**config.mk**
```make
export PLATFORM = sky130hd
export DESIGN_NAME = decode_issue_queue_flat
export DESIGN_NICKNAME = d
export VERILOG_FILES = /design/src/rtl/decode_issue_queue_if.sv /design/src/rtl/decode_issue_queue.sv /design/src/flat_wrapper.sv
export SDC_FILE = /design/constraint.sdc
export NUM_CORES = 1
export LEC_CHECK = 0
export CAP_MARGIN = 10
export CELL_PAD_IN_SITES_DETAIL_PLACEMENT = 1
export CELL_PAD_IN_SITES_GLOBAL_PLACEMENT = 2
export CORE_MARGIN = 2
export CORE_UTILIZATION = 40
export CTS_CLUSTER_SIZE = 8
export DETAILED_ROUTE_END_ITERATION = 8
export PLACE_DENSITY_LB_ADDON = 0.1
export SYNTH_ARGS = -nofsm -noshare
export SYNTH_HDL_FRONTEND = slang
export SYNTH_SLANG_ARGS = --single-unit
```
**constraint.sdc**
```tcl
create_clock -name clk -period 9.5 [get_ports clk]
set_clock_uncertainty 0.15 [all_clocks]
set_input_delay 1.9 -clock clk [delete_from_list [all_inputs] [get_ports clk]]
set_output_delay 1.9 -clock clk [all_outputs]
set_load 0.005 [all_outputs]
```
**src/rtl/decode_issue_queue_if.sv**
```systemverilog
// Decode-to-backend handshake bundle for decode_issue_queue.
// The queue uses the slave view; the decode/backend environment uses the master view.
interface decode_issue_queue_if #(
    parameter int PKT_WIDTH = 256
);
    logic                 dec_valid_i;
    logic                 dec_ready_o;
    logic [PKT_WIDTH-1:0] dec_pkt_i;
    logic                 be_valid_o;
    logic                 be_ready_i;
    logic [PKT_WIDTH-1:0] be_pkt_o;

    modport slave (
        input  dec_valid_i, dec_pkt_i, be_ready_i,
        output dec_ready_o, be_valid_o, be_pkt_o
    );

    modport master (
        output dec_valid_i, dec_pkt_i, be_ready_i,
        input  dec_ready_o, be_valid_o, be_pkt_o
    );
endinterface

```
**src/rtl/decode_issue_queue.sv**
```systemverilog
// Circular FIFO of opaque decoded packets between decode and backend dispatch.
// Optional zero-latency empty-queue bypass: define DECODE_QUEUE_BYPASS_EN.
module decode_issue_queue #(
    parameter  int DEPTH     = 4,
    parameter  int PKT_WIDTH = 256,
    localparam int CNT_WIDTH = $clog2(DEPTH) + 1
) (
    input  logic                 clk,
    input  logic                 rstn,
    input  logic                 flush_i,
    input  logic                 stall_i,
    decode_issue_queue_if.slave  q,
    output logic [CNT_WIDTH-1:0] count_o
);
    localparam int PTR_W = $clog2(DEPTH);

    logic [PKT_WIDTH-1:0] mem [DEPTH];
    logic [PTR_W-1:0]     head;
    logic [PTR_W-1:0]     tail;
    logic [CNT_WIDTH-1:0] count;
    logic                 full;
    logic                 empty;
    logic                 queued_valid;
    logic                 bypass;
    logic                 push;
    logic                 pop;

    // Full/empty come from the count only; pointers alias when full vs empty.
    assign full  = (count == CNT_WIDTH'(DEPTH));
    assign empty = (count == '0);

    assign queued_valid = ~empty & ~stall_i & ~flush_i;

`ifdef DECODE_QUEUE_BYPASS_EN
    assign bypass = empty & q.dec_valid_i & q.be_ready_i & ~stall_i & ~flush_i;
`else
    assign bypass = 1'b0;
`endif

    assign q.dec_ready_o = ~full & ~flush_i;
    assign q.be_valid_o  = queued_valid | bypass;
    assign q.be_pkt_o    = bypass ? q.dec_pkt_i : mem[head];
    assign count_o       = count;

    // A bypassed packet completes both handshakes without touching storage.
    assign push = q.dec_valid_i & q.dec_ready_o & ~bypass;
    assign pop  = queued_valid & q.be_ready_i;

    // NOTE: sequential state uses non-blocking assignments so every register
    // samples pre-edge values regardless of statement order.
    always_ff @(posedge clk or negedge rstn) begin
        if (!rstn) begin
            head  <= '0;
            tail  <= '0;
            count <= '0;
        end else if (flush_i) begin
            head  <= '0;
            tail  <= '0;
            count <= '0;
        end else begin
            if (push) tail <= tail + PTR_W'(1);
            if (pop)  head <= head + PTR_W'(1);
            unique case ({push, pop})
                2'b10:   count <= count + CNT_WIDTH'(1);
                2'b01:   count <= count - CNT_WIDTH'(1);
                default: count <= count;
            endcase
        end
    end

    // NOTE: storage is deliberately left unreset; validity is tracked by count,
    // so resetting the array would only add reset fan-out and block RAM mapping.
    always_ff @(posedge clk) begin
        if (push) mem[tail] <= q.dec_pkt_i;
    end
endmodule
```
**src/flat_wrapper.sv**
```systemverilog
// flat-port wrapper written by rule: the top's interface ports become plain ports
module decode_issue_queue_flat 
#(
    parameter  int DEPTH     = 4,
    parameter  int PKT_WIDTH = 256,
    localparam int CNT_WIDTH = $clog2(DEPTH) + 1
)
  (clk, rstn, flush_i, stall_i, count_o, q_dec_valid_i, q_dec_pkt_i, q_be_ready_i, q_dec_ready_o, q_be_valid_o, q_be_pkt_o);
  decode_issue_queue_if #(.PKT_WIDTH(PKT_WIDTH)) q_i ();
  input  logic clk;
  input  logic rstn;
  input  logic flush_i;
  input  logic stall_i;
  output logic [CNT_WIDTH-1:0] count_o;
  input wire logic [$bits(q_i.dec_valid_i)-1:0] q_dec_valid_i;
  input wire logic [$bits(q_i.dec_pkt_i)-1:0] q_dec_pkt_i;
  input wire logic [$bits(q_i.be_ready_i)-1:0] q_be_ready_i;
  output wire logic [$bits(q_i.dec_ready_o)-1:0] q_dec_ready_o;
  output wire logic [$bits(q_i.be_valid_o)-1:0] q_be_valid_o;
  output wire logic [$bits(q_i.be_pkt_o)-1:0] q_be_pkt_o;
  assign q_i.dec_valid_i = q_dec_valid_i;
  assign q_i.dec_pkt_i = q_dec_pkt_i;
  assign q_i.be_ready_i = q_be_ready_i;
  assign q_dec_ready_o = q_i.dec_ready_o;
  assign q_be_valid_o = q_i.be_valid_o;
  assign q_be_pkt_o = q_i.be_pkt_o;
  decode_issue_queue #(.DEPTH(DEPTH), .PKT_WIDTH(PKT_WIDTH)) u_core (.clk(clk), .rstn(rstn), .flush_i(flush_i), .stall_i(stall_i), .q(q_i), .count_o(count_o));
endmodule
```
==> impl_metrics.prom, run 1 <==
# TYPE chip_impl_metric gauge
chip_impl_info{name="synthTopCellsByCount",value="sky130_fd_sc_hd__edfxtp_1, sky130_fd_sc_hd__mux4_2, sky130_fd_sc_hd__buf_2, sky130_fd_sc_hd__clkbuf_1, sky130_fd_sc_hd__buf_1"} 1
chip_impl_info{name="crit_chain",value="clkdlybuf4s50_1 > nor2_1 > clkdlybuf4s50_1"} 1
chip_impl_info{name="ys_top_cells_by_area",value="sky130_fd_sc_hd__edfxtp_1, sky130_fd_sc_hd__mux4_2, sky130_fd_sc_hd__dfrtp_1"} 1
chip_impl_metric{name="adder_cell_fraction_of_synth_area",unit=""} 0.00188
chip_impl_metric{name="first_global_vias",unit=""} 18571
chip_impl_info{name="critPathCaptureType",value="primary output"} 1
chip_impl_metric{name="first_pass_grt_wire_length",unit="mm"} 124
chip_impl_info{name="clockRootBuffer",value="sky130_fd_sc_hd__clkbuf_16"} 1
chip_impl_metric{name="xor_xnor_share_of_the_synthesized_area",unit=""} 0.000704
chip_impl_info{name="critPathCapture",value="q_dec_ready_o"} 1
chip_impl_metric{name="detailroute.via_count",unit=""} 16970
chip_impl_metric{name="finalHoldViolCount",unit=""} 0
chip_impl_info{name="rsz0062_at_grt",value="false"} 1
chip_impl_metric{name="synthesis.instances",unit=""} 1399
chip_impl_info{name="cp-start-kind",value="input port"} 1
chip_impl_metric{name="grt_remaining_overflow",unit=""} 0
chip_impl_metric{name="power.density_cell_area",unit="nW/um2"} 214
chip_impl_metric{name="syn_nets",unit=""} 1666
chip_impl_metric{name="final_routed_wirelength",unit="mm"} 85.0
chip_impl_metric{name="h-tree-depth",unit=""} 4
chip_impl_metric{name="port_buffers",unit=""} 522
chip_impl_metric{name="grt_antenna_before_repair",unit=""} 24
chip_impl_metric{name="core_area",unit="um2"} 92900
chip_impl_metric{name="synth.area.mux_share",unit=""} 0.155
chip_impl_metric{name="worst_setup_hold_path_clk_slew",unit="ns"} 0.05
chip_impl_metric{name="compound_gate_fraction_of_synth_area",unit=""} 0.00231
chip_impl_metric{name="slew_headroom",unit=""} 0.235
chip_impl_metric{name="post_cts_hold_buffer_count",unit=""} 0
chip_impl_metric{name="fill_cell_instance_count_of_the_final_layout",unit=""} 7998
chip_impl_metric{name="regToRegSetupSlack",unit="ns"} 5.88
chip_impl_metric{name="postSynthAreaPerCell",unit="um2"} 26.7
chip_impl_metric{name="ratio_of_routed_vias_to_standard_cells",unit=""} 5.10
chip_impl_metric{name="synth_top_area_share",unit=""} 0.824
chip_impl_info{name="worst_path_max_delay_cell",value="sky130_fd_sc_hd__clkdlybuf4s50_1"} 1
chip_impl_metric{name="syn_to_final_growth",unit="%"} 28.8
chip_impl_metric{name="floorplan.io_pins",unit=""} 523
chip_impl_metric{name="maximum_clock_frequency",unit="GHz"} 0.170
chip_impl_metric{name="gp_congestion",unit=""} 0.700
chip_impl_metric{name="dr.pass1.iters",unit=""} 5
chip_impl_metric{name="syn_area",unit="um2"} 37300
chip_impl_metric{name="slowest_delay",unit="ns"} 0.68
chip_impl_metric{name="tightestPinTransition",unit="ns"} 1.15
chip_impl_metric{name="numClockSinks",unit=""} 1031
chip_impl_info{name="timing.setup.critical_path_class",value="input port to primary output"} 1
chip_impl_metric{name="route.antenna.remaining_nets",unit=""} 0
chip_impl_info{name="path_common_cell",value="sky130_fd_sc_hd__clkdlybuf4s50_1"} 1
chip_impl_metric{name="area.sequential",unit="um2"} 30900
chip_impl_metric{name="yosysWarningCount",unit=""} 0
chip_impl_metric{name="clock_latency",unit="ns"} 0.70
chip_impl_metric{name="wire_per_inst",unit="um"} 25.6
chip_impl_metric{name="total_leakage_power",unit="nW"} 14.9
chip_impl_metric{name="clockBufferDepth",unit=""} 3
chip_impl_metric{name="floorplan.die_area",unit="um2"} 95800
chip_impl_metric{name="dr.first_iter.drc_count",unit=""} 1030
chip_impl_info{name="regToRegStartpoint",value="u_core.count_o[1]"} 1
chip_impl_metric{name="synth-simple-area-share",unit=""} 0.00419
chip_impl_metric{name="cp_data_arrival_time",unit="ns"} 3.83
chip_impl_metric{name="path_max_fanout",unit=""} 13
chip_impl_metric{name="synth_async_reset_ratio",unit=""} 0.00679
chip_impl_metric{name="report.final.slew_viol_count",unit=""} 0
chip_impl_info{name="worst_r2r_endpoint",value="u_core.mem[1][163]"} 1
chip_impl_info{name="worst_hold_path_class",value="flop to flop"} 1
chip_impl_info{name="crit_path_start",value="flush_i"} 1
chip_impl_metric{name="dpl.hpwl",unit="mm"} 51.2
chip_impl_metric{name="multi_input_comb_area",unit="um2"} 6140
chip_impl_metric{name="finalSetupViolCount",unit=""} 0
chip_impl_metric{name="final_layout_size_suffix_gt1_frac",unit=""} 0.215
chip_impl_metric{name="chipWidth",unit="um"} 309
chip_impl_info{name="synth_most_common_cell",value="sky130_fd_sc_hd__edfxtp_1"} 1
chip_impl_metric{name="share_of_the_yosys_chip_area_belonging_to_registers",unit=""} 0.828
chip_impl_metric{name="critical_path_rt",unit="ns"} 7.45
chip_impl_metric{name="whs",unit="ns"} 0.455
chip_impl_metric{name="drc_errors",unit=""} 0
chip_impl_metric{name="synthDistinctLibCells",unit=""} 34
chip_impl_metric{name="grt_start_max_net_pins",unit=""} 99
chip_impl_metric{name="placement_rows",unit=""} 112
chip_impl_metric{name="ys_seq_elements",unit=""} 1031
chip_impl_metric{name="cts_made_buffers",unit=""} 147
chip_impl_metric{name="timing.final.crit_period",unit="ns"} 5.88
chip_impl_metric{name="final.period_utilization",unit=""} 0.619
chip_impl_metric{name="initial_core_util",unit=""} 0.402
chip_impl_metric{name="postCtsSetupRepairBufs",unit=""} 0
chip_impl_metric{name="r2r_cells",unit=""} 5
chip_impl_metric{name="nNetsFinal",unit=""} 2298
chip_impl_info{name="tritoncts_clock_tree",value="done"} 1
chip_impl_metric{name="irDropWorstVdd",unit="mV"} 0.166
chip_impl_metric{name="post_cts_resize_count",unit=""} 0
chip_impl_info{name="synth_flop_cell",value="sky130_fd_sc_hd__edfxtp_1"} 1
chip_impl_metric{name="synth-edff-count",unit=""} 1024
chip_impl_metric{name="cap_violations",unit=""} 0
chip_impl_metric{name="finalPower",unit="mW"} 10.3
chip_impl_metric{name="grt_util_all_layers",unit=""} 0.179
chip_impl_metric{name="die_height",unit="um"} 309
chip_impl_info{name="synth.largest_area_cell",value="sky130_fd_sc_hd__edfxtp_1"} 1
chip_impl_metric{name="finalSetupTns",unit="ns"} 0
chip_impl_info{name="synth_top_family_by_area",value="multiplexers"} 1
chip_impl_info{name="result_of_the_run",value="complete, no violations"} 1
area by class of cell:
cell class,instances,area share
Clock inverter,7,0.00117
Timing Repair Buffer,544,0.114
Inverter,3,0.000234
Multi-Input combinational cell,304,0.128
Tap cell,1254,0.0326
Clock buffer,178,0.0807
Antenna cell,6,0.000312
Sequential cell,1031,0.643
per-layer routing:
layer | track usage | routed length (um) | up-vias
met5 | 0 | 242 | -
met4 | 0.0576 | 1820 | 40
met3 | 0.0774 | 8150 | 158
met2 | 0.296 | 43200 | 485
met1 | 0.209 | 31600 | 8943
li1 | - | - | 7344
placed cells by master (no fill, tap or decap), types with 2 or more instances in the layout:
cell type,Yosys,final
sky130_fd_sc_hd__edfxtp_1,1024,1024
sky130_fd_sc_hd__clkdlybuf4s50_1,0,522
sky130_fd_sc_hd__mux4_2,256,256
sky130_fd_sc_hd__clkbuf_16,0,151
sky130_fd_sc_hd__clkbuf_1,19,27
sky130_fd_sc_hd__buf_4,1,15
sky130_fd_sc_hd__buf_12,0,7
sky130_fd_sc_hd__diode_2,0,6
sky130_fd_sc_hd__nor2_1,5,5
sky130_fd_sc_hd__inv_6,0,5
sky130_fd_sc_hd__dfrtp_1,7,5
sky130_fd_sc_hd__and3_4,0,4
sky130_fd_sc_hd__ha_1,4,4
sky130_fd_sc_hd__inv_1,3,3
sky130_fd_sc_hd__nand2b_1,3,3
sky130_fd_sc_hd__a21oi_1,3,3
sky130_fd_sc_hd__nor3_1,3,3
sky130_fd_sc_hd__nand2_1,3,3
sky130_fd_sc_hd__xnor2_1,2,2
sky130_fd_sc_hd__o21ai_0,2,2
sky130_fd_sc_hd__nor2b_1,2,2
sky130_fd_sc_hd__mux2i_1,2,2
sky130_fd_sc_hd__dfrtp_4,0,2
per-stage QoR:
stage | utilization | cell area, um2 | cells | worst slack [ns]
global route | 0.517 | 48100 | 3323 | 3.45
finish | 0.518 | 48100 | 3327 | 3.62
detailed placement | 0.475 | 44100 | 3136 | 3.59
CTS | 0.517 | 48100 | 3321 | 3.49
floorplan | - | 37300 | 1399 | 0.353
global placement | 0.475 | 44100 | 3136 | 3.58
logic make-up after synthesis:
logic type	count (synthesis)
xor gates and xnor gates	3
muxes	258
buffers and inverters	64
and+or+nand+nor	27
DFF	1031
adders and majority gates	5
AOI/OAI and AO/OA	11
where the power goes:
part           internal, mW  total [mW]  leakage [nW]  switching [mW]
clock                  2.81        4.53          1.92            1.72
sequential             5.16        5.19          9.39          0.0307
combinational         0.326       0.589          3.60           0.263
total                  8.30        10.3          14.9            2.02
worst max-delay path, delay by kind of cell:
kind | cells | cell delay (ns)
buffers and inverters | 2 | 1.36
and+or+nand+nor | 1 | 0.57
registers in the layout, summed over array words and instances (netlist names):
signal	count
u_core.tail	2
u_core.count_o	3
u_core.head	2
u_core.mem	1024
worst min-delay path by stage:
| stage | start | end | slack (ns) | cells after the start |
|---|---|---|---|---|
| after floorplan | u_core.tail[1] | u_core.tail[1] | 0.39 | 2 |
| after detailed placement | u_core.tail[1] | u_core.tail[1] | 0.45 | 2 |
| after global routing | u_core.tail[1] | u_core.tail[1] | 0.50 | 2 |
| after global placement | u_core.tail[1] | u_core.tail[1] | 0.44 | 2 |
| final | u_core.tail[1] | u_core.tail[1] | 0.45 | 2 |
| after CTS | u_core.tail[1] | u_core.tail[1] | 0.46 | 2 |
No activity file was read; power rests on OpenSTA's default activity.
==> run 2, diff against run 1 <==
- clock period: 9.5 -> 6.1 ns (I/O delays scaled with it)
==> impl_metrics.prom, run 2 (synthesis gave the netlist of run 1 again) <==
# TYPE chip_impl_metric gauge
chip_impl_metric{name="final.period_utilization",unit=""} 0.762
chip_impl_metric{name="chipWidth",unit="um"} 309
chip_impl_metric{name="dr.pass1.iters",unit=""} 5
chip_impl_metric{name="floorplan.io_pins",unit=""} 523
chip_impl_metric{name="slowest_delay",unit="ns"} 0.86
chip_impl_metric{name="syn_to_final_growth",unit="%"} 29.7
chip_impl_metric{name="finalPower",unit="mW"} 16.1
chip_impl_metric{name="floorplan.die_area",unit="um2"} 95800
chip_impl_metric{name="first_global_vias",unit=""} 18761
chip_impl_metric{name="gp_congestion",unit=""} 0.738
chip_impl_info{name="final_common_cell",value="sky130_fd_sc_hd__edfxtp_1"} 1
chip_impl_metric{name="maximum_clock_frequency",unit="GHz"} 0.215
chip_impl_info{name="tritoncts_clock_tree",value="done"} 1
chip_impl_metric{name="timing.final.crit_period",unit="ns"} 4.65
chip_impl_metric{name="critical_path_rt",unit="ns"} 4.73
chip_impl_info{name="regToRegStartpoint",value="u_core.count_o[1]"} 1
chip_impl_info{name="critPathCapture",value="q_be_pkt_o[70]"} 1
chip_impl_metric{name="detailroute.via_count",unit=""} 17013
chip_impl_metric{name="total_leakage_power",unit="nW"} 15.1
chip_impl_metric{name="finalSetupViolCount",unit=""} 0
chip_impl_metric{name="final_critical_path_setup_slack",unit="ns"} 1.45
chip_impl_info{name="crit_chain",value="buf_4 > mux4_2 > clkdlybuf4s50_1"} 1
chip_impl_info{name="timing.setup.critical_path_class",value="flop to primary output"} 1
chip_impl_metric{name="finalSetupTns",unit="ns"} 0
chip_impl_metric{name="worst_setup_hold_path_clk_slew",unit="ns"} 0.05
chip_impl_metric{name="finalHoldViolCount",unit=""} 0
chip_impl_info{name="rsz0062_at_grt",value="false"} 1
chip_impl_info{name="worst_hold_path_class",value="flop to flop"} 1
chip_impl_metric{name="path_max_fanout",unit=""} 28
chip_impl_info{name="crit_path_start",value="u_core.head[0]"} 1
chip_impl_metric{name="final_layout_size_suffix_gt1_frac",unit=""} 0.224
chip_impl_metric{name="cp_data_arrival_time",unit="ns"} 3.28
chip_impl_metric{name="drc_errors",unit=""} 0
chip_impl_metric{name="grt_util_all_layers",unit=""} 0.181
chip_impl_info{name="cp-start-kind",value="flop"} 1
chip_impl_metric{name="cts_made_buffers",unit=""} 146
chip_impl_metric{name="clock_latency",unit="ns"} 0.71
chip_impl_info{name="worst_path_max_delay_cell",value="sky130_fd_sc_hd__dfrtp_4"} 1
chip_impl_metric{name="irDropWorstVdd",unit="mV"} 0.259
chip_impl_metric{name="post_cts_hold_buffer_count",unit=""} 0
chip_impl_metric{name="wire_per_inst",unit="um"} 25.8
chip_impl_metric{name="slew_headroom",unit=""} 0.307
chip_impl_metric{name="r2r_cells",unit=""} 4
chip_impl_metric{name="regToRegSetupSlack",unit="ns"} 3.02
chip_impl_metric{name="grt_antenna_before_repair",unit=""} 19
chip_impl_info{name="layout_common_cells",value="sky130_fd_sc_hd__edfxtp_1, sky130_fd_sc_hd__clkdlybuf4s50_1, sky130_fd_sc_hd__mux4_2"} 1
chip_impl_metric{name="core_area",unit="um2"} 92900
chip_impl_metric{name="final_routed_wirelength",unit="mm"} 86.0
chip_impl_metric{name="post-place-ws",unit="ns"} 1.61
chip_impl_metric{name="numClockSinks",unit=""} 1031
chip_impl_metric{name="placement_rows",unit=""} 112
chip_impl_info{name="worst_r2r_endpoint",value="u_core.mem[0][3]"} 1
chip_impl_metric{name="port_buffers",unit=""} 522
chip_impl_metric{name="power.density_cell_area",unit="nW/um2"} 332
chip_impl_metric{name="tightestPinTransition",unit="ns"} 1.04
chip_impl_metric{name="postCtsSetupRepairBufs",unit=""} 0
chip_impl_metric{name="clockBufferDepth",unit=""} 3
chip_impl_metric{name="h-tree-depth",unit=""} 4
chip_impl_metric{name="dr.first_iter.drc_count",unit=""} 1068
chip_impl_info{name="result_of_the_run",value="complete, no violations"} 1
chip_impl_metric{name="die_height",unit="um"} 309
chip_impl_metric{name="grt_start_max_net_pins",unit=""} 58
chip_impl_info{name="largest-register",value="u_core.mem"} 1
chip_impl_metric{name="report.final.slew_viol_count",unit=""} 0
chip_impl_metric{name="ratio_of_routed_vias_to_standard_cells",unit=""} 5.10
chip_impl_metric{name="post_cts_resize_count",unit=""} 0
chip_impl_info{name="critPathCaptureType",value="primary output"} 1
chip_impl_metric{name="first_pass_grt_wire_length",unit="mm"} 125
chip_impl_metric{name="route.antenna.remaining_nets",unit=""} 0
chip_impl_metric{name="nNetsFinal",unit=""} 2313
chip_impl_metric{name="dpl.hpwl",unit="mm"} 53.6
chip_impl_metric{name="grt_remaining_overflow",unit=""} 0
chip_impl_info{name="clockRootBuffer",value="sky130_fd_sc_hd__clkbuf_16"} 1
chip_impl_metric{name="largest_register_ffs",unit=""} 1024
chip_impl_metric{name="cap_violations",unit=""} 0
chip_impl_metric{name="initial_core_util",unit=""} 0.402
## run 2: cell types whose count changed in the layout (fill, tap and decap cells not counted), sizes merged
cell / before / now
clkbuf: 178 / 165
diode: 6 / 5
buf: 22 / 38
clkinv: 2 / 5
inv: 8 / 9
## run 2: cell type report
class / instances / area [um2]
tap: 1254 / 1570
clock inverter: 11 / 134
sequential: 1031 / 30900
multi-input combinational: 304 / 6140
clock buffer: 165 / 3810
timing repair buffer: 560 / 5810
inverter: 3 / 11.3
fill: 7999 / 44500
antenna: 5 / 12.5
## run 2: worst min-delay path by stage
stage                   startpoint              to  cells past startpoint
floorplan           u_core.tail[1]  u_core.tail[1]                      2
global placement    u_core.tail[1]  u_core.tail[1]                      2
detailed placement  u_core.tail[1]  u_core.tail[1]                      2
CTS                 u_core.tail[1]  u_core.tail[1]                      2
global route        u_core.tail[1]  u_core.tail[1]                      2
finish              u_core.tail[1]  u_core.tail[1]                      2
## run 2: per-layer routing
metal,global-route usage,part of all wire,up-vias
met5,0,0.0022,-
met4,0.0584,0.020,30
met3,0.0712,0.081,141
met2,0.301,0.51,475
met1,0.217,0.38,9012
li1,-,-,7355
## run 2: metrics by stage
step                hold slack, ns  utilization  instance area [um2]  instances
finish                       0.461        0.521                48400       3333
global route                 0.520        0.521                48400       3331
CTS                          0.474        0.521                48400       3328
detailed placement           0.462        0.479                44500       3152
global placement             0.446        0.479                44500       3152
floorplan                    0.392            -                37300       1399
## run 2: power breakdown
part	leakage (nW)	switching, mW	internal (mW)
Sequential	9.39	0.0491	8.04
Clock	1.93	2.73	4.34
Combinational	3.74	0.416	0.525
Total	15.1	3.20	12.9
## run 2: worst max-delay path, delay by kind of cell (launching register included)
kind	cells	cell delay [ns]
buf+inv	2	1.11
flops	1	0.86
mux	1	0.58
==> run 3, diff against run 2 <==
- CORE_UTILIZATION: 40 -> 39
- clock period: 6.1 -> 3.93 ns (I/O delays scaled with it)
==> impl_metrics.prom, run 3 (synthesis gave the netlist of run 1 again) <==
# TYPE chip_impl_metric gauge
chip_impl_metric{name="initial_core_util",unit=""} 0.393
chip_impl_metric{name="report.final.slew_viol_count",unit=""} 0
chip_impl_metric{name="gp_congestion",unit=""} 0.732
chip_impl_metric{name="first_global_vias",unit=""} 19259
chip_impl_info{name="cp-start-kind",value="flop"} 1
chip_impl_metric{name="finish.cell_count_without_fillers",unit=""} 3364
chip_impl_metric{name="first_pass_grt_wire_length",unit="mm"} 129
chip_impl_metric{name="route.antenna.remaining_nets",unit=""} 0
chip_impl_metric{name="post_cts_hold_buffer_count",unit=""} 0
chip_impl_metric{name="drc_errors",unit=""} 0
chip_impl_metric{name="timing.final.crit_period",unit="ns"} 3.77
chip_impl_metric{name="dr.pass1.iters",unit=""} 5
chip_impl_metric{name="netSwitchingFraction",unit=""} 0.199
chip_impl_metric{name="whs",unit="ns"} 0.216
chip_impl_metric{name="cap_violations",unit=""} 0
chip_impl_metric{name="power.combinational.fraction",unit=""} 0.059
chip_impl_metric{name="die_height",unit="um"} 313
chip_impl_metric{name="final_routed_wirelength",unit="mm"} 87.7
chip_impl_info{name="tritoncts_clock_tree",value="done"} 1
chip_impl_metric{name="clockBufferDepth",unit=""} 3
chip_impl_metric{name="placedCellCount",unit=""} 3184
chip_impl_metric{name="power.clock.fraction",unit=""} 0.442
chip_impl_info{name="result_of_the_run",value="complete, no violations"} 1
chip_impl_metric{name="core_area",unit="um2"} 94900
chip_impl_metric{name="total_leakage_power",unit="nW"} 15.3
chip_impl_metric{name="path_max_fanout",unit=""} 40
chip_impl_metric{name="maximum_clock_frequency",unit="GHz"} 0.265
chip_impl_metric{name="share_seq_of_total_power",unit=""} 0.498
chip_impl_metric{name="ratio_of_routed_vias_to_standard_cells",unit=""} 5.11
chip_impl_metric{name="grt_util_all_layers",unit=""} 0.180
chip_impl_info{name="rsz0062_at_grt",value="true"} 1
chip_impl_metric{name="finalSetupViolCount",unit=""} 0
chip_impl_info{name="timing.setup.critical_path_class",value="flop to primary output"} 1
chip_impl_metric{name="postCtsSetupRepairBufs",unit=""} 0
chip_impl_info{name="largest-register",value="u_core.mem"} 1
chip_impl_metric{name="irDropWorstVdd",unit="mV"} 0.367
chip_impl_info{name="worst_hold_path_class",value="input port to async pin"} 1
chip_impl_info{name="clockRootBuffer",value="sky130_fd_sc_hd__clkbuf_16"} 1
chip_impl_metric{name="port_buffers",unit=""} 522
chip_impl_metric{name="cts_made_buffers",unit=""} 146
chip_impl_metric{name="placement_rows",unit=""} 113
chip_impl_metric{name="numClockSinks",unit=""} 1031
chip_impl_metric{name="wire_per_inst",unit="um"} 26.1
chip_impl_metric{name="p_sw",unit="mW"} 5.02
chip_impl_metric{name="syn_to_final_growth",unit="%"} 30.9
chip_impl_metric{name="power.density_cell_area",unit="nW/um2"} 515
chip_impl_metric{name="chipWidth",unit="um"} 313
chip_impl_metric{name="power.internal",unit="mW"} 20.2
chip_impl_info{name="final_common_cell",value="sky130_fd_sc_hd__edfxtp_1"} 1
chip_impl_metric{name="finalHoldViolCount",unit=""} 0
chip_impl_metric{name="floorplan.io_pins",unit=""} 523
chip_impl_metric{name="post_cts_resize_count",unit=""} 1
chip_impl_metric{name="slew_headroom",unit=""} 0.520
chip_impl_metric{name="layout.core_utilization",unit=""} 0.515
chip_impl_metric{name="grt_antenna_before_repair",unit=""} 22
chip_impl_metric{name="grt_start_max_net_pins",unit=""} 103
chip_impl_metric{name="regToRegSetupSlack",unit="ns"} 1.10
chip_impl_metric{name="final_layout_size_suffix_gt1_frac",unit=""} 0.232
chip_impl_metric{name="grt_remaining_overflow",unit=""} 0
chip_impl_metric{name="clock_latency",unit="ns"} 0.72
chip_impl_metric{name="detailroute.via_count",unit=""} 17191
chip_impl_metric{name="cp_data_arrival_time",unit="ns"} 2.83
chip_impl_metric{name="nNetsFinal",unit=""} 2334
chip_impl_metric{name="dpl.hpwl",unit="mm"} 55.0
chip_impl_metric{name="largest_register_ffs",unit=""} 1024
chip_impl_metric{name="h-tree-depth",unit=""} 4
chip_impl_metric{name="final.period_utilization",unit=""} 0.959
chip_impl_info{name="critPathCaptureType",value="primary output"} 1
chip_impl_metric{name="floorplan.die_area",unit="um2"} 98200
chip_impl_metric{name="tightestPinTransition",unit="ns"} 0.720
chip_impl_metric{name="critical_path_rt",unit="ns"} 2.99
chip_impl_info{name="layout_common_cells",value="sky130_fd_sc_hd__edfxtp_1, sky130_fd_sc_hd__clkdlybuf4s50_1, sky130_fd_sc_hd__mux4_2"} 1
chip_impl_metric{name="worst_setup_hold_path_clk_slew",unit="ns"} 0.05
chip_impl_metric{name="dr.first_iter.drc_count",unit=""} 1098
==> run 3: cell types whose count changed in the layout (fill, tap and decap cells not counted), sizes merged <==
cell,change
buf,+21
clkbuf,+3
clkdlybuf4s50,-4
clkinv,+1
diode,-1
dlymetal6s2s,+4
inv,-4
==> run 3: worst paths after layout <==
kind,start,to,cells past startpoint
max reg2reg,u_core.count_o[1],u_core.count_o[2],7
max,u_core.head[0],q_be_pkt_o[147],4
min in group clk,u_core.tail[1],u_core.tail[1],2
min,rstn,u_core.count_o[0],1
max in group asynchronous,rstn,u_core.head[0],1
min reg2reg,u_core.tail[1],u_core.tail[1],2
==> run 3: through the flow <==
step           area [um2]  setup TNS, ns  setup slack, ns  power (mW)
2_1_floorplan       37300       -1175.98            -1.15        13.3
3_3_place_gp        44800              0            0.652        14.2
3_5_place_dp        44800              0            0.592        14.3
4_1_cts             48800              0          0.00552        25.6
5_1_grt             48900        -0.0666          -0.0133        26.1
6_report            48900              0            0.161        25.2
==> run 3: layout make-up <==
type,count,area [um2]
antenna,4,10.0
clock buffer,168,3880
clock inverter,8,126
fill,8168,46000
inverter,3,11.3
multi-input combinational,304,6140
sequential,1031,30900
tap,1265,1580
timing repair buffer,581,6170
==> run 3: critical path: stages, from the launching register on <==
cell and delay, ns:
sky130_fd_sc_hd__dfrtp_4 0.44, sky130_fd_sc_hd__buf_16 0.23, sky130_fd_sc_hd__buf_16 0.34, sky130_fd_sc_hd__mux4_2 0.54, sky130_fd_sc_hd__clkdlybuf4s50_1 0.55
==> run 3: layer usage <==
| layer | track usage | vias to the layer above | share of wire |
|---|---|---|---|
| met5 | 0 | - | 0.0027 |
| met4 | 0.0520 | 36 | 0.019 |
| met3 | 0.0748 | 146 | 0.089 |
| met2 | 0.302 | 511 | 0.51 |
| met1 | 0.214 | 9091 | 0.38 |
| li1 | - | 7407 | - |
==> run 3: power by group through the flow <==
| stage | Sequential [mW] | Clock, mW | Combinational, mW |
|---|---|---|---|
| 2_1_floorplan | 12.8 | 0 | 0.495 |
| 3_3_place_gp | 12.7 | 0 | 1.51 |
| 3_5_place_dp | 12.7 | 0 | 1.53 |
| 4_1_cts | 12.5 | 11.5 | 1.54 |
| 5_1_grt | 12.6 | 11.9 | 1.61 |
| 6_report | 12.5 | 11.1 | 1.50 |
